[config.mk]
export PLATFORM = sky130hd
export DESIGN_NAME = timer_int_ctrl
export DESIGN_NICKNAME = d
export VERILOG_FILES = /design/src/rtl/timer_pkg.sv /design/src/rtl/timer_halt_ctrl.sv /design/src/rtl/timer_int_ctrl.sv
export SDC_FILE = /design/constraint.sdc
export NUM_CORES = 1
export LEC_CHECK = 0
export ABC_CLOCK_PERIOD_IN_PS = 1500
export BUFFER_PORTS_ARGS = -buffer_cell sky130_fd_sc_hd__buf_2
export CORE_MARGIN = 2
export CORE_UTILIZATION = 35
export DETAILED_ROUTE_END_ITERATION = 12
export PLACE_DENSITY = 0.67
export SYNTH_ARGS = -nofsm -noshare
export SYNTH_HDL_FRONTEND = slang
export SYNTH_SLANG_ARGS = --single-unit
[constraint.sdc]
create_clock -name clk -period 1.5 [get_ports clk]
set_input_delay 0 -clock clk [delete_from_list [all_inputs] [get_ports clk]]
set_output_delay 0 -clock clk [all_outputs]
set_load 0.02 [all_outputs]
[src/rtl/timer_pkg.sv]
// Shared constants for the timer compare/interrupt stage: widths, register bit
// positions and compare reset values.
package timer_pkg;

  localparam int DATA_W = 32;
  localparam int CNT_W  = 64;

  localparam int INT_EN_BIT   = 0;
  localparam int INT_ST_BIT   = 0;
  localparam int HALT_REQ_BIT = 0;

  localparam logic [DATA_W-1:0] CMP_RST_LO_DEF = 32'hFFFF_FFFF;
  localparam logic [DATA_W-1:0] CMP_RST_HI_DEF = 32'hFFFF_FFFF;

endpackage

[src/rtl/timer_halt_ctrl.sv]
// Debug-halt control: THCSR.halt_req register, combinational halt condition
// toward the counter and a one-cycle registered acknowledge.
module timer_halt_ctrl (
  input  logic clk_i,
  input  logic rst_i,
  input  logic wr_sel_i,
  input  logic wr_bit_i,
  input  logic dbg_mode_i,
  output logic halt_req_o,
  output logic halt_ack_o,
  output logic valid_halt_condition_o
);

  logic halt_req_q, halt_req_d;
  logic halt_ack_q, halt_ack_d;
  logic valid_halt;

  assign valid_halt = halt_req_q & dbg_mode_i;

  always_comb begin
    halt_req_d = halt_req_q;
    if (wr_sel_i) halt_req_d = wr_bit_i;
    halt_ack_d = valid_halt;
  end

  always_ff @(posedge clk_i or posedge rst_i) begin
    if (rst_i) begin
      halt_req_q <= 1'b0;
      halt_ack_q <= 1'b0;
    end else begin
      halt_req_q <= halt_req_d;
      halt_ack_q <= halt_ack_d;
    end
  end

  assign halt_req_o             = halt_req_q;
  assign halt_ack_o             = halt_ack_q;
  assign valid_halt_condition_o = valid_halt;

endmodule

[src/rtl/timer_int_ctrl.sv]
// Timer compare/interrupt stage: 64-bit compare, sticky W1C match status,
// gated level interrupt and debug-halt. TIMER_CMP_SHADOW_EN buffers TCMR1 in a shadow register.
module timer_int_ctrl
  import timer_pkg::*;
#(
  parameter logic [DATA_W-1:0] CMP_RST_LO = CMP_RST_LO_DEF,
  parameter logic [DATA_W-1:0] CMP_RST_HI = CMP_RST_HI_DEF
) (
  input  logic              clk,
  input  logic              rst,
  input  logic [CNT_W-1:0]  cnt_value,
  input  logic [DATA_W-1:0] wdata,
  input  logic              tcmr0_wr_sel,
  input  logic              tcmr1_wr_sel,
  input  logic              tier_wr_sel,
  input  logic              tisr_wr_sel,
  input  logic              thcsr_wr_sel,
  input  logic              dbg_mode,
  output logic [DATA_W-1:0] tcmr0,
  output logic [DATA_W-1:0] tcmr1,
  output logic              int_en,
  output logic              int_st,
  output logic              halt_req,
  output logic              halt_ack,
  output logic              valid_halt_condition,
  output logic              tim_int
);

  logic [DATA_W-1:0] tcmr0_q, tcmr0_d;
  logic [DATA_W-1:0] tcmr1_q, tcmr1_d;
  logic              int_en_q, int_en_d;
  logic              int_st_q, int_st_d;
  logic              match_q, match_d;
  logic              match;

  // Only committed compare words take part in the equality check.
  assign match = ({tcmr1_q, tcmr0_q} == cnt_value);

`ifdef TIMER_CMP_SHADOW_EN
  logic [DATA_W-1:0] shadow_q, shadow_d;

  always_comb begin
    shadow_d = shadow_q;
    if (tcmr1_wr_sel) shadow_d = wdata;
  end

  always_ff @(posedge clk or posedge rst) begin
    if (rst) shadow_q <= CMP_RST_HI;
    else     shadow_q <= shadow_d;
  end

  always_comb begin
    tcmr1_d = tcmr1_q;
    if (tcmr0_wr_sel) tcmr1_d = shadow_q;
  end
`else
  always_comb begin
    tcmr1_d = tcmr1_q;
    if (tcmr1_wr_sel) tcmr1_d = wdata;
  end
`endif

  always_comb begin
    tcmr0_d = tcmr0_q;
    if (tcmr0_wr_sel) tcmr0_d = wdata;
    int_en_d = int_en_q;
    if (tier_wr_sel) int_en_d = wdata[INT_EN_BIT];
    match_d = match;
    // A new equality edge outranks a same-cycle W1C clear.
    int_st_d = int_st_q;
    if (match && !match_q)
      int_st_d = 1'b1;
    else if (tisr_wr_sel && wdata[INT_ST_BIT])
      int_st_d = 1'b0;
  end

  always_ff @(posedge clk or posedge rst) begin
    if (rst) begin
      tcmr0_q  <= CMP_RST_LO;
      tcmr1_q  <= CMP_RST_HI;
      int_en_q <= 1'b0;
      int_st_q <= 1'b0;
      match_q  <= 1'b0;
    end else begin
      tcmr0_q  <= tcmr0_d;
      tcmr1_q  <= tcmr1_d;
      int_en_q <= int_en_d;
      int_st_q <= int_st_d;
      match_q  <= match_d;
    end
  end

  timer_halt_ctrl u_halt (
    .clk_i                  (clk),
    .rst_i                  (rst),
    .wr_sel_i               (thcsr_wr_sel),
    .wr_bit_i               (wdata[HALT_REQ_BIT]),
    .dbg_mode_i             (dbg_mode),
    .halt_req_o             (halt_req),
    .halt_ack_o             (halt_ack),
    .valid_halt_condition_o (valid_halt_condition)
  );

  assign tcmr0   = tcmr0_q;
  assign tcmr1   = tcmr1_q;
  assign int_en  = int_en_q;
  assign int_st  = int_st_q;
  assign tim_int = int_st_q & int_en_q;

endmodule

## Word-level counts from Yosys, hierarchy flattened

Index checks and enable logic that the tools add are counted.
W data, S select, Z words.

- Output and inout bits: 70
- Flip-flop bits (word level): 69
- Bits in writable memories: 0
- Memories kept: 0
- Input port bits: 104
- Logic and storage cells: 16
- Memory bits (read-only): 0
- Bits in latches: 0

- Multiply operators: 0
- Add/subtract/negate cells: 0
- Div/mod/pow operators: 0
- Reductions and logical operators: 4
- $lt $le $gt $ge: 0
- Equal/unequal tests: 1
- Bitwise logic cells: 2
- Muxes and demuxes: 2
- Shift operators: 0

Operator list:

| cell | number |
|---|---|
| $eq A64 B64 Y1 | 1 |
| $and A1 B1 Y1 | 2 |
| $logic_and A1 B1 Y1 | 2 |
| $mux W1 | 2 |
| $reduce_bool A2 Y1 | 1 |
| $logic_not A1 Y1 | 1 |

## Logic depth before layout (Yosys ltp)

Gate-level depths: netlist of the first run.

- Depth after elaboration: 3
- Gate-level depth with buffers: 5
- Mapped depth without buffers: 5

## Cells and area by module

A second synthesis of the first run with hierarchy kept.

- Cells, all modules: 235
- Area, all modules: 3,318.2 um^2

By module, submodules not included:

| module | area an instance (um^2) | seq. area each (um^2) | instances | cells each |
|---|---|---|---|---|
| timer_int_ctrl | 3,243.1 | 1,756.7 | 1 | 230 |
| timer_halt_ctrl | 75.1 | 50.0 | 1 | 5 |

## Least setup slack after synthesis of the first run

Ideal clock, no wire load.

- Kind: register to register
- Start point: register tcmr0_q[2] (netlist: tcmr0[2])
- End point: register int_st_q (netlist: int_st)
- Path buffers: 0
- Required time: 1,434 ps
- Data arrival time: 1,506 ps
- Cell stages (with the launch flop): 6
- Slack: -72 ps
- Period minus slack after synthesis: 1,572 ps
- Library setup time: 66 ps
- Cell sequence: dfstp_2 > xor2_1 > nor4_1 > nand4_1 > nor4_2 > a22o_1

- Word-level cells in the longest chain between the ends: 3
- Elaborated cells between the ends (all ways): 4
- Those cells by class: eq/ne: 1; mux: 1; reduce/logical: 2

Ends and longest elaborated chain:

| item | RTL line | RTL |
|---|---|---|
| from (decl) | timer_int_ctrl.sv:29 | `logic [DATA_W-1:0] tcmr0_q, tcmr0_d;` |
| from (signal assigned) | timer_int_ctrl.sv:85 | `tcmr0_q <= tcmr0_d;` |
| $eq A64 B64 Y1 * | timer_int_ctrl.sv:37 | `assign match = ({tcmr1_q, tcmr0_q} == cnt_value);` |
| via match | timer_int_ctrl.sv:34 | `logic match;` |
| $logic_and A1 B1 Y1 * | timer_int_ctrl.sv:71 | `if (match && !match_q)` |
| $mux W1 / $reduce_bool A2 Y1 (equally long branches) | n/a |  |
| to (signal assigned) | timer_int_ctrl.sv:88 | `int_st_q <= int_st_d;` |
| to (decl) | timer_int_ctrl.sv:32 | `logic int_st_q, int_st_d;` |

The timed path passes the listed nets; every way through them passes the cells marked *.
A chain may end at the register's enable or synchronous reset.

## Final worst setup path of the first run

- Start point: register tcmr0_q[24] (netlist: tcmr0[24])
- End point: register int_st_q (netlist: int_st)

Same word-level chain as after synthesis.

==> results.toml, run 1 <==
[status]
status = "complete, but fails checks"
violations = "setup timing"

[global_route]
grtUsageTotal = 0.193
grt_overflow = 0
grt_max_degree = 70
grt_pass1_vias = 3103
grt_pass1_wl_um = 14900
antenna_found_initial = 0

[setup_path]
r2r_end = "int_st"
cp.depth = 6
startpoint_type = "register"
slowest_delay_ns = 0.56
crit_path_cell_trace = "xor2_1 -> nor4_2 -> buf_4 -> nand4_1 -> nor4_2 -> a22o_1"
crit_path_frequent_cell = "nor4_2"
crit_type = "reg -> reg"
slowest_stage = "dfstp_2"
required_ns = 1.78
path_delay_family = "simple AND/OR/NAND/NOR gates"
cp-endpoint = "int_st"
r2r_start = "tcmr0[24]"
crit_path_max_fanout = 3
worstRegToRegCells = 6
critPathCaptureType = "register"
worstPathArrival_ns = 2.07
r2r_slack_ns = -0.29
crit_buf_inv = 1
cp-startpoint = "tcmr0[24]"

[drt]
vias_per_cell = 4.61
drc = 0
wl_per_cell_um = 15.6
drt_iter0_markers = 27
wl_um = 9720
vias = 2869
final_antenna_net_count = 0
first_pass_iters = 4

[place]
place_hpwl_um = 6910
pre_cts_ws_ns = -0.380
port_buffers = 173
dp_cells = 566
gp_congestion = 0.767

[cts]
clock_path_buffers = 2
cts_num_sinks = 69
htreeDepth = 3
cts_buffers = 9
ctsRootBufferMaster = "clkbuf_8"
clk_latency_ns = 0.34
clk_pin_slew_ns = 0.07
cts_tree = "yes"

[synth]
synth_cells = 234
avgSynthCellArea_um2 = 14.1
synth_seq_area_share = 0.546
synth-seq-cells = 69
ys_types = 13
ys_warn_count = 0
synth_nets = 338
synth_area_mm2 = 0.00331

[die]
core_region_area_mm2 = 0.00920
initial_core_util = 0.360
die_area_mm2 = 0.0103
die_x_um = 101
io_pins = 174
rows = 35
die-height_um = 101

[sta]
period_needed_ns = 1.79
slew_violations = 0
max_clock_freq_mhz = 559
whs_ns = 0.203
tightest_slew_ns = 0.361
hold_violations = 0
setup_ws_ns = -0.290
setup_violations = 2
fin_setup_tns_ns = -0.538
grt_setup_unrepaired = "true"
clock_skew_ns = 0.00521
final.period_utilization = 1.19
slew_headroom = 0.757

[power]
ir_drop_v = 0.000595
p_leak_nw = 2.56
power.total_mw = 5.65
powerDensity_mw_per_mm2 = 1040

[cells_and_area]
drive_above_1_share = 0.753
final_cell_mix = "173 x buf_2, 66 x mux2_2, 64 x xor2_1, 64 x dfstp_2, 54 x buf_4"
layout_commonest_cell = "buf_2"
stdcell_count = 623
syn2layout_area_growth_pct = 64.3
fill_cells = 794
nets = 610

[run]
cap_violations = 0

[min_path]
hold_class = "in -> reg"
[logic make-up (layout without fill, tap and decap cells)]
kind of cell / Yosys count / count (layout) / share of synthesized area
xor+xnor: 64 / 64 / 0.169
flops: 69 / 69 / 0.546
compound gates: 1 / 1 / 0.00265
mux: 66 / 66 / 0.224
other cells: 0 / 1 / 0
buf+inv: 10 / 287 / 0.0113
simple gates: 24 / 24 / 0.0465
[flip-flops by register name, indices dropped and copies added, names as in the netlist]
signal	cells
tcmr0	32
tcmr1	32
int_en	1
int_st	1
match_q	1
u_halt.halt_ack_o	1
u_halt.halt_req_o	1
[cell type report]
cell class              instances  area, µm²  area share
well taps                     111        139      0.0255
clock buffers                  10        138      0.0253
flip-flops and latches         69       1810       0.332
clock inverters                 6        110      0.0202
inverters                       2       11.3     0.00207
repair buffers                269       1720       0.317
multi-input cells             155       1510       0.278
diodes                          1       2.50    0.000460
[power by group]
part           leakage [nW]  switching (mW)  internal, mW
Clock                 0.119           0.726          1.15
Sequential            0.737           0.135          2.18
Combinational          1.70           0.717         0.747
[synthesized netlist by cell type]
cell type | number | area, µm²
a22o_1 | 1 | 8.76
and2_1 | 2 | 12.5
buf_1 | 6 | 22.5
clkbuf_1 | 2 | 7.51
dfrtp_1 | 5 | 125
dfstp_2 | 64 | 1680
inv_1 | 2 | 7.51
mux2_2 | 66 | 743
nand2_1 | 1 | 3.75
nand4_1 | 4 | 25.0
nor4_1 | 16 | 100
nor4_2 | 1 | 12.5
xor2_1 | 64 | 561
[per-stage QoR]
stage | util | instance area (µm²)
2_1_floorplan | - | 3310
3_3_place_gp | 0.516 | 4750
3_5_place_dp | 0.516 | 4750
4_1_cts | 0.591 | 5440
5_1_grt | 0.591 | 5440
6_report | 0.591 | 5440
[what timing repair did]
action                                  CTS  global route
gates cloned                              0             0
endpoints found under the hold margin    73             0
pin swaps                                 8             2
resized for setup                         7             0
buffers inserted                          1             0
endpoints found under the setup margin    2             2
hold buffers                             39             0
[per-layer routing]
layer  track usage  part of all wire
met5             0                 0
met4        0.0738             0.024
met3        0.0538             0.065
met2         0.347              0.51
met1         0.218              0.41
[worst min-delay path, stage by stage]
cell and delay (ns):
buf_2 0.10, buf_12 0.22, mux2_2 0.19
[how the worst min path moves through the flow]
| stage | slack, ns | end | depth (start not counted) | from |
|---|---|---|---|---|
| finish | 0.20 | tcmr1[12] | 3 | tcmr1_wr_sel |
| global route | 0.20 | tcmr1[12] | 3 | tcmr1_wr_sel |
| CTS | 0.19 | tcmr1[12] | 3 | tcmr1_wr_sel |
| detailed placement | 0.14 | match_q | 3 | rst |
| global placement | 0.13 | u_halt.halt_ack_o | 3 | rst |
| floorplan | 0.14 | int_en | 1 | rst |
Power figures use the tool's default switching activity.
==> inputs of run 2 (changes only) <==
- CORE_MARGIN: 2 -> 1
- CORE_UTILIZATION: 35 -> 41
- PLACE_DENSITY: 0.67 -> 0.77
==> run 2 against run 1 <==
The run still ends with setup timing left. Largest power group unchanged. Combinational power about the same. First-iteration DRC count grew 67%. Register-to-register slack improved by 0.04 ns. Maximum frequency increased by 2.5%. Worst setup slack better by 0.043 ns. Clock power shrank 6%. Non-clock buffer count is 3 higher. Sequential share of layout area barely moved. Sequential cell count stayed put. Global-route usage is 3.6 points higher. Largest cell class unchanged.
==> results.toml, run 2 (synthesized netlist as in run 1, its figures left out) <==
[die]
io_pins = 174
die-height_um = 91.9
die_x_um = 91.9
initial_core_util = 0.426
core_region_area_mm2 = 0.00777
die_area_mm2 = 0.00844
rows = 32

[cells_and_area]
drive_above_1_share = 0.759
stdcell_count = 616
n_antenna_cell = 0
final_cell_mix = "173 x buf_2, 66 x mux2_2, 64 x dfstp_2"
syn2layout_area_growth_pct = 64.5
fill_cells = 565
nets = 613
layout_commonest_cell = "buf_2"

[status]
status = "complete, but fails checks"
violations = "setup timing"

[setup_path]
worstRegToRegCells = 6
crit_path_max_fanout = 2
cp-startpoint = "tcmr1[1]"
startpoint_type = "register"
r2r_start = "tcmr1[1]"
r2r_slack_ns = -0.25
r2r_end = "int_st"
slowest_stage = "dfstp_2"
critPathCaptureType = "register"
cp-endpoint = "int_st"
slowest_delay_ns = 0.54
crit_path_cell_trace = "xor2_1 -> nor4_1 -> buf_4 -> nand4_1 -> nor4_2 -> a22o_1"
crit_type = "reg -> reg"
required_ns = 1.78
worstPathArrival_ns = 2.02

[drt]
drc = 0
wl_per_cell_um = 15.4
final_antenna_net_count = 0
first_pass_iters = 4
drt_iter0_markers = 45
wl_um = 9500
vias = 2880
vias_per_cell = 4.68

[cts]
clk_pin_slew_ns = 0.08
cts_num_sinks = 69
ctsRootBufferMaster = "clkbuf_8"
htreeDepth = 3
cts_buffers = 9
cts_tree = "yes"
clk_latency_ns = 0.34
clock_path_buffers = 2

[place]
port_buffers = 173
pre_cts_ws_ns = -0.311
dp_cells = 560
gp_congestion = 0.823
place_hpwl_um = 6900

[power]
powerDensity_mw_per_mm2 = 1020
p_leak_nw = 2.57
ir_drop_v = 0.000535

[global_route]
grtUsageTotal = 0.230
met3_usage = 0.0381
antenna_found_initial = 0
grt_overflow = 0
grt_max_degree = 36
busiest_layer = "met2"
grt_pass1_vias = 3160
use_met1 = 0.261
grtUsageMet2 = 0.427
grt_pass1_wl_um = 14900

[sta]
clock_skew_ns = 0.00891
setup_ws_ns = -0.247
hold_violations = 0
grt_setup_unrepaired = "true"
setup_violations = 2
slew_violations = 0
period_needed_ns = 1.75
final.period_utilization = 1.16
slew_headroom = 0.673
max_clock_freq_mhz = 573
tightest_slew_ns = 0.489

[min_path]
hold_class = "in -> reg"

[run]
cap_violations = 0
[run 2: routing by layer]
layer	vias to the layer above	wire length, µm
li1	1371	-
met1	1381	3840
met2	110	5000
met3	18	471
met4	0	187
met5	-	0
[run 2: how the worst min path moves through the flow]
| stage | to | cells after the start | start | slack, ns |
|---|---|---|---|---|
| floorplan | int_en | 1 | rst | 0.14 |
| global placement | u_halt.halt_ack_o | 2 | rst | 0.06 |
| detailed placement | u_halt.halt_ack_o | 2 | rst | 0.06 |
| CTS | match_q | 5 | cnt_value[28] | 0.10 |
| global route | match_q | 5 | cnt_value[51] | 0.15 |
| finish | match_q | 5 | cnt_value[28] | 0.12 |
[run 2: critical path, delay by kind of cell, from the launching register on]
kind | cells | cell delay, ns
AO/OA/AOI/OAI | 1 | 0.19
AND/OR/NAND/NOR | 3 | 0.73
XOR/XNOR | 1 | 0.06
flip-flops | 1 | 0.54
buffers and inverters | 1 | 0.16
[run 2: what timing repair did]
action | 4_1_cts | 5_1_grt
setup endpoints to repair | 2 | 2
pin swaps | 1 | 6
endpoints found under the hold margin | 77 | 0
hold buffers | 39 | 0
setup buffers | 0 | 1
resized for setup | 7 | 2
[run 2: through the flow]
| stage | hold slack [ns] | TNS [ns] | power, mW | utilization | cell area [µm²] |
|---|---|---|---|---|---|
| after global placement | 0.0581 | -0.503 | 3.67 | 0.613 | 4760 |
| after detailed placement | 0.0602 | -0.474 | 3.71 | 0.613 | 4760 |
| after floorplan | 0.139 | -0.0703 | 3.02 | - | 3310 |
| after CTS | 0.104 | -0.400 | 5.59 | 0.698 | 5430 |
| final | 0.117 | -0.353 | 5.55 | 0.701 | 5450 |
| after global routing | 0.151 | -0.605 | 5.79 | 0.701 | 5450 |
[run 2: cell type report]
class	instances	area, µm²	area share
flip-flops and latches	69	1810	0.332
inverters	2	11.3	0.00207
clock inverters	5	81.3	0.0149
well taps	102	128	0.0234
repair buffers	272	1740	0.320
clock buffers	11	151	0.0278
multi-input cells	155	1520	0.280
[run 2: power by group]
| part | switching, mW | leakage (nW) | internal (mW) |
|---|---|---|---|
| clock network | 0.728 | 0.116 | 1.03 |
| logic | 0.721 | 1.72 | 0.761 |
| registers | 0.137 | 0.737 | 2.18 |
